===== src/rtl/uart_tx_ctrl_if.sv =====
// uart_tx_ctrl_if: console write strobe toward the transmitter and per-byte completion report back
interface uart_tx_ctrl_if;
    logic [8:0] uart_in;
    logic       done_valid;
    logic [7:0] done_data;
    modport master (output uart_in, input done_valid, done_data);
    modport slave (input uart_in, output done_valid, done_data);
endinterface


===== src/rtl/uart_tx_ctrl.sv =====
// uart_tx_ctrl: FIFO-buffered 8N1 console transmitter with per-byte completion pulse
module uart_tx_ctrl #(
    parameter int CLKS_PER_BIT = 4,
    parameter int DEPTH = 16,
    parameter int AW = 4
) (
    input  logic          clock,
    input  logic          reset_n,
    uart_tx_ctrl_if.slave bus,
    output logic          tx,
    output logic          busy,
    output logic          overflow,
    output logic [AW:0]   fifo_count
);
    localparam logic [1:0] IDLE = 2'd0, START = 2'd1, DATA = 2'd2, STOP = 2'd3;
    localparam int CW = $clog2(CLKS_PER_BIT);
    localparam logic [CW-1:0] LAST = CW'(CLKS_PER_BIT - 1);
    logic [7:0] mem [DEPTH];
    logic [AW-1:0] wr_ptr, rd_ptr;
    logic [1:0] state;
    logic [CW-1:0] cnt;
    logic [2:0] idx;
    logic [7:0] frame;
    logic bit_end, nonempty, pop, push, wr;
    assign bit_end = cnt == LAST;
    assign nonempty = fifo_count != '0;
    assign pop = nonempty && (state == IDLE || (state == STOP && bit_end));
    assign wr = bus.uart_in[8];
    assign push = wr && (fifo_count != (AW+1)'(DEPTH) || pop);
    assign busy = state != IDLE || nonempty;
    always_ff @(posedge clock)
        if (push) mem[wr_ptr] <= bus.uart_in[7:0];
    always_ff @(posedge clock or negedge reset_n)
        if (!reset_n) begin
            state <= IDLE;
            cnt <= '0;
            idx <= '0;
            frame <= '0;
            tx <= 1'b1;
            wr_ptr <= '0;
            rd_ptr <= '0;
            fifo_count <= '0;
            overflow <= 1'b0;
            bus.done_valid <= 1'b0;
            bus.done_data <= '0;
        end else begin
            bus.done_valid <= 1'b0;
            wr_ptr <= wr_ptr + AW'(push);
            rd_ptr <= rd_ptr + AW'(pop);
            fifo_count <= fifo_count + (AW+1)'(push) - (AW+1)'(pop);
            overflow <= overflow | (wr & ~push);
            if (pop) frame <= mem[rd_ptr];
            cnt <= (state == IDLE || bit_end) ? '0 : cnt + CW'(1);
            case (state)
                IDLE: if (pop) begin
                    state <= START;
                    tx <= 1'b0;
                end
                START: if (bit_end) begin
                    state <= DATA;
                    idx <= '0;
                    tx <= frame[0];
                end
                DATA: if (bit_end) begin
                    state <= idx == 3'd7 ? STOP : DATA;
                    idx <= idx + 3'd1;
                    tx <= idx == 3'd7 ? 1'b1 : frame[idx + 3'd1];
                end
                STOP: if (bit_end) begin
                    bus.done_valid <= 1'b1;
                    bus.done_data <= frame;
                    state <= pop ? START : IDLE;
                    tx <= ~pop;
                end
            endcase
        end
endmodule

===== src/flat_wrapper.sv =====
// flat-port wrapper written by rule: the top's interface ports become plain ports
module uart_tx_ctrl_flat 
#(
    parameter int CLKS_PER_BIT = 4,
    parameter int DEPTH = 16,
    parameter int AW = 4
)
  (clock, reset_n, tx, busy, overflow, fifo_count, bus_uart_in, bus_done_valid, bus_done_data);
  uart_tx_ctrl_if bus_i ();
  input  logic clock;
  input  logic reset_n;
  output logic tx;
  output logic busy;
  output logic overflow;
  output logic [AW:0] fifo_count;
  input wire logic [$bits(bus_i.uart_in)-1:0] bus_uart_in;
  output wire logic [$bits(bus_i.done_valid)-1:0] bus_done_valid;
  output wire logic [$bits(bus_i.done_data)-1:0] bus_done_data;
  assign bus_i.uart_in = bus_uart_in;
  assign bus_done_valid = bus_i.done_valid;
  assign bus_done_data = bus_i.done_data;
  uart_tx_ctrl #(.CLKS_PER_BIT(CLKS_PER_BIT), .DEPTH(DEPTH), .AW(AW)) u_core (.clock(clock), .reset_n(reset_n), .bus(bus_i), .tx(tx), .busy(busy), .overflow(overflow), .fifo_count(fifo_count));
endmodule

===== config.mk =====
export PLATFORM = sky130hd
export DESIGN_NAME = uart_tx_ctrl_flat
export DESIGN_NICKNAME = d
export VERILOG_FILES = /design/src/rtl/uart_tx_ctrl_if.sv /design/src/rtl/uart_tx_ctrl.sv /design/src/flat_wrapper.sv
export SDC_FILE = /design/constraint.sdc
export NUM_CORES = 1
export LEC_CHECK = 0
export BUFFER_PORTS_ARGS = -buffer_cell sky130_fd_sc_hd__buf_2
export CORE_MARGIN = 5
export CORE_UTILIZATION = 45
export DETAILED_ROUTE_END_ITERATION = 7
export PLACE_DENSITY_LB_ADDON = 0.1
export SYNTH_ARGS = -nofsm -noshare
export SYNTH_HDL_FRONTEND = slang
export SYNTH_SLANG_ARGS = --single-unit

===== constraint.sdc =====
create_clock -name clock -period 3 [get_ports clock]
set_clock_uncertainty 0.15 [all_clocks]
set_input_delay 0.3 -clock clock [delete_from_list [all_inputs] [get_ports clock]]
set_output_delay 0.3 -clock clock [all_outputs]
set_load 0.03 [all_outputs]

==> metrics.cfg <==
[timing]
fmax_ghz = 0.366
setup_viol = 0
slew_violations = 0
tightest_slew_ps = 910
slew_headroom_pct = 39.3
fin_tns_setup_ps = 0
period_minus_slack_ps = 2730
grt_setup_unrepaired = no
post-route-period-util_pct = 91.0
hold_viol_final = 0

[floorplan]
rows = 45
die_w_um = 134
start_util_pct = 45.5
core_area_um2 = 15100
dieHeight_um = 134
dieArea_um2 = 17800
io_pins = 28

[worst_setup_path]
path_class = reg2reg
endpoint_kind = register
r2r_setup_slack_ps = 270
cpMaxStageDelayCell = dfrtp_1
worstPathArrival_ps = 2920
start_kind = register
slowest_delay_ps = 400
path_cells = inv_1 > ha_1 > a21oi_1 > or2_2 > inv_1 > ha_1 > inv_1 > ha_1 > fa_1 > a21oi_1 > nor2_1 > nor2_1 > xnor2_1
cp.required_ps = 3190
worst-path-max-fanout = 5

[synthesis]
yosys_warnings = 0
ys_ff_latch = 167
synth-edff-count = 128
netlist_area_um2 = 6870
yosysUniqueCellTypes = 42
syn-num-nets = 406
synth_flop_cell = edfxtp_1
synthCells = 376
avgSynthCellArea_um2 = 18.3
ys_seq_area_share_pct = 70.2
postSynth.asyncResetShare_pct = 23.4

[grt]
gr-total-overflow = 0
grt_pass1_vias = 3636
grt_use_total_pct = 16.1
grt_pass1_wl_um = 21000
grt_max_degree = 40
antenna_found_initial = 0

[clock_network]
path_clk_slew_ps = 60
htreeDepth = 4
cts_sinks = 167
tritoncts = yes
postCtsSetupBuffers = 0
cts_max_path_buffers = 2
clk_latency_ps = 430
cts_buffers = 17
cts_root_buffer = clkbuf_16

[outcome]
status = finished, final reports clean

[cells_and_area]
drive_above_1_share_pct = 28.5
areaGrowthSynthToFinish_pct = 16.5
finish.instance_area_um2 = 8000
antenna_cells = 0
final_cells = 630
nets = 460

[power_and_ir_drop]
leakagePower_uw = 0.00298
power.density_nw_per_um2 = 1020
power_uw = 8140
power.ir.vdd_worst_uv = 595

[drt]
drt_wl_total_um = 13100
wire_per_inst_um = 20.8
via_per_inst = 5.48
dr.pass1.iters = 4
drc = 0
final_antenna_net_count = 0
routed-via-count = 3453
drt_iter0_drc = 208

[placement]
port_buffers = 27
dp_cells = 597
place_area_um2 = 7350
gp_congestion = 0.789
dp_hpwl_um = 8680

[min_path]
hold_path.class = in2reg

[run]
drv_cap = 0

[flip-flops by register name, indices dropped and copies added (netlist names)]
| name | cells |
|---|---|
| u_core.idx | 3 |
| u_core.bus.done_valid | 1 |
| u_core.state | 2 |
| u_core.rd_ptr | 4 |
| u_core.mem | 128 |
| u_core.fifo_count | 5 |
| u_core.tx | 1 |
| u_core.bus.done_data | 8 |
| u_core.wr_ptr | 4 |
| u_core.frame | 8 |
| u_core.cnt | 2 |
| u_core.overflow | 1 |
[worst paths after layout]
path                                 start                    to  cells after the start
setup / recovery           u_core.state[0]  u_core.fifo_count[4]                     13
hold / removal              bus_uart_in[7]      u_core.mem[7][7]                      1
setup reg to reg           u_core.state[0]  u_core.fifo_count[4]                     13
hold reg to reg              u_core.cnt[0]         u_core.cnt[0]                      1
max in group asynchronous          reset_n      u_core.rd_ptr[0]                      2
min in group asynchronous          reset_n       u_core.overflow                      2
[logic make-up after synthesis]
kind of cell / share of synthesized area (%)
xor gates and xnor gates: 1.02
buffers and inverters: 2.64
and+or+nand+nor: 4.03
DFF: 70.2
muxes: 14.2
adders and majority gates: 3.57
AOI/OAI and AO/OA: 4.39
[critical path, delay by kind of cell, from the launching register on]
family,cells,cell delay [ps]
AO/OA/AOI/OAI,2,350
XOR/XNOR,1,130
adder cells (fa/ha/maj),4,1140
buffers and inverters,3,210
flip-flops,1,400
AND/OR/NAND/NOR,3,300
[synthesized netlist by cell type, types with 2 or more instances]
master    count  area (um2)
a22o_1       11        96.3
buf_2         6        30.0
inv_1        15        56.3
dfrtp_1      38         951
nor4_1        3        18.8
xor2_1        4        35.0
mux2i_1       9        90.1
o21ai_0       6        30.0
nor2_1       13        48.8
nand2b_1      2        12.5
nor4b_1       2        17.5
nor3_1        5        25.0
ha_1         18         225
mux2_2        9         101
nor2b_1       8        50.1
nand3b_1      3        22.5
nand3_1       7        35.0
nand2_1       7        26.3
a21oi_1      11        55.1
a211o_1       8        70.1
clkbuf_1      8        30.0
mux4_2       30         676
xnor2_1       4        35.0
mux4_1        4         105
edfxtp_1    128        3840
[metal layers]
metal | GRT usage [%] | vias up | wire length (um)
li1 | - | 1590 | -
met1 | 20.4 | 1773 | 5670
met2 | 26.1 | 82 | 6560
met3 | 5.70 | 8 | 717
met4 | 4.97 | 0 | 139
met5 | 0 | - | 0
[power by group]
group | internal (uW) | switching (uW) | leakage, uW | total (uW)
Combinational | 1210 | 1310 | 0.00105 | 2520
Sequential | 2920 | 385 | 0.00163 | 3300
Clock | 1470 | 847 | 0.000306 | 2320
[cell type report]
cell class / count / area (um2)
multi-input cells: 174 / 1890
fillers: 1233 / 7090
clock buffers: 18 / 429
well taps: 188 / 235
repair buffers: 55 / 363
inverters: 15 / 56.3
clock inverters: 13 / 203
flip-flops and latches: 167 / 4820
[layout by cell type, fill, tap and decap left out, types with 2 or more instances in the layout]
| cell | instances |
|---|---|
| buf_2 | 27 |
| clkinv_1 | 4 |
| bufinv_16 | 5 |
| a21oi_1 | 11 |
| nand2_1 | 6 |
| nand3_1 | 7 |
| mux4_1 | 4 |
| mux2_2 | 9 |
| xnor2_1 | 4 |
| nand2b_1 | 2 |
| nand3b_1 | 3 |
| mux2i_1 | 9 |
| inv_1 | 15 |
| a211o_1 | 8 |
| clkinv_4 | 2 |
| nor2b_1 | 8 |
| dlygate4sd3_1 | 2 |
| a22o_1 | 11 |
| mux4_2 | 30 |
| xor2_1 | 4 |
| ha_1 | 18 |
| dfrtp_1 | 37 |
| buf_4 | 25 |
| o21ai_0 | 6 |
| clkbuf_16 | 17 |
| edfxtp_1 | 128 |
| nor3_1 | 5 |
| nor2_1 | 13 |
| nor4b_2 | 2 |
| nor4_2 | 2 |
[timing repair]
item,in CTS,in global routing
endpoints found under the hold margin,39,0
gates resized for setup,0,1
hold buffers,2,0
endpoints found under the setup margin,0,1
[per-stage QoR]
stage / hold WS (ps) / util (%) / setup WS, ps
after floorplan: -146 / - / 88.2
after detailed placement: 303 / 48.7 / 232
after global placement: 281 / 48.7 / 304
final: 105 / 53.0 / 269
after CTS: 94.5 / 53.0 / 215
after global routing: 96.5 / 53.0 / 18.5
Power figures use the tool's default switching activity.
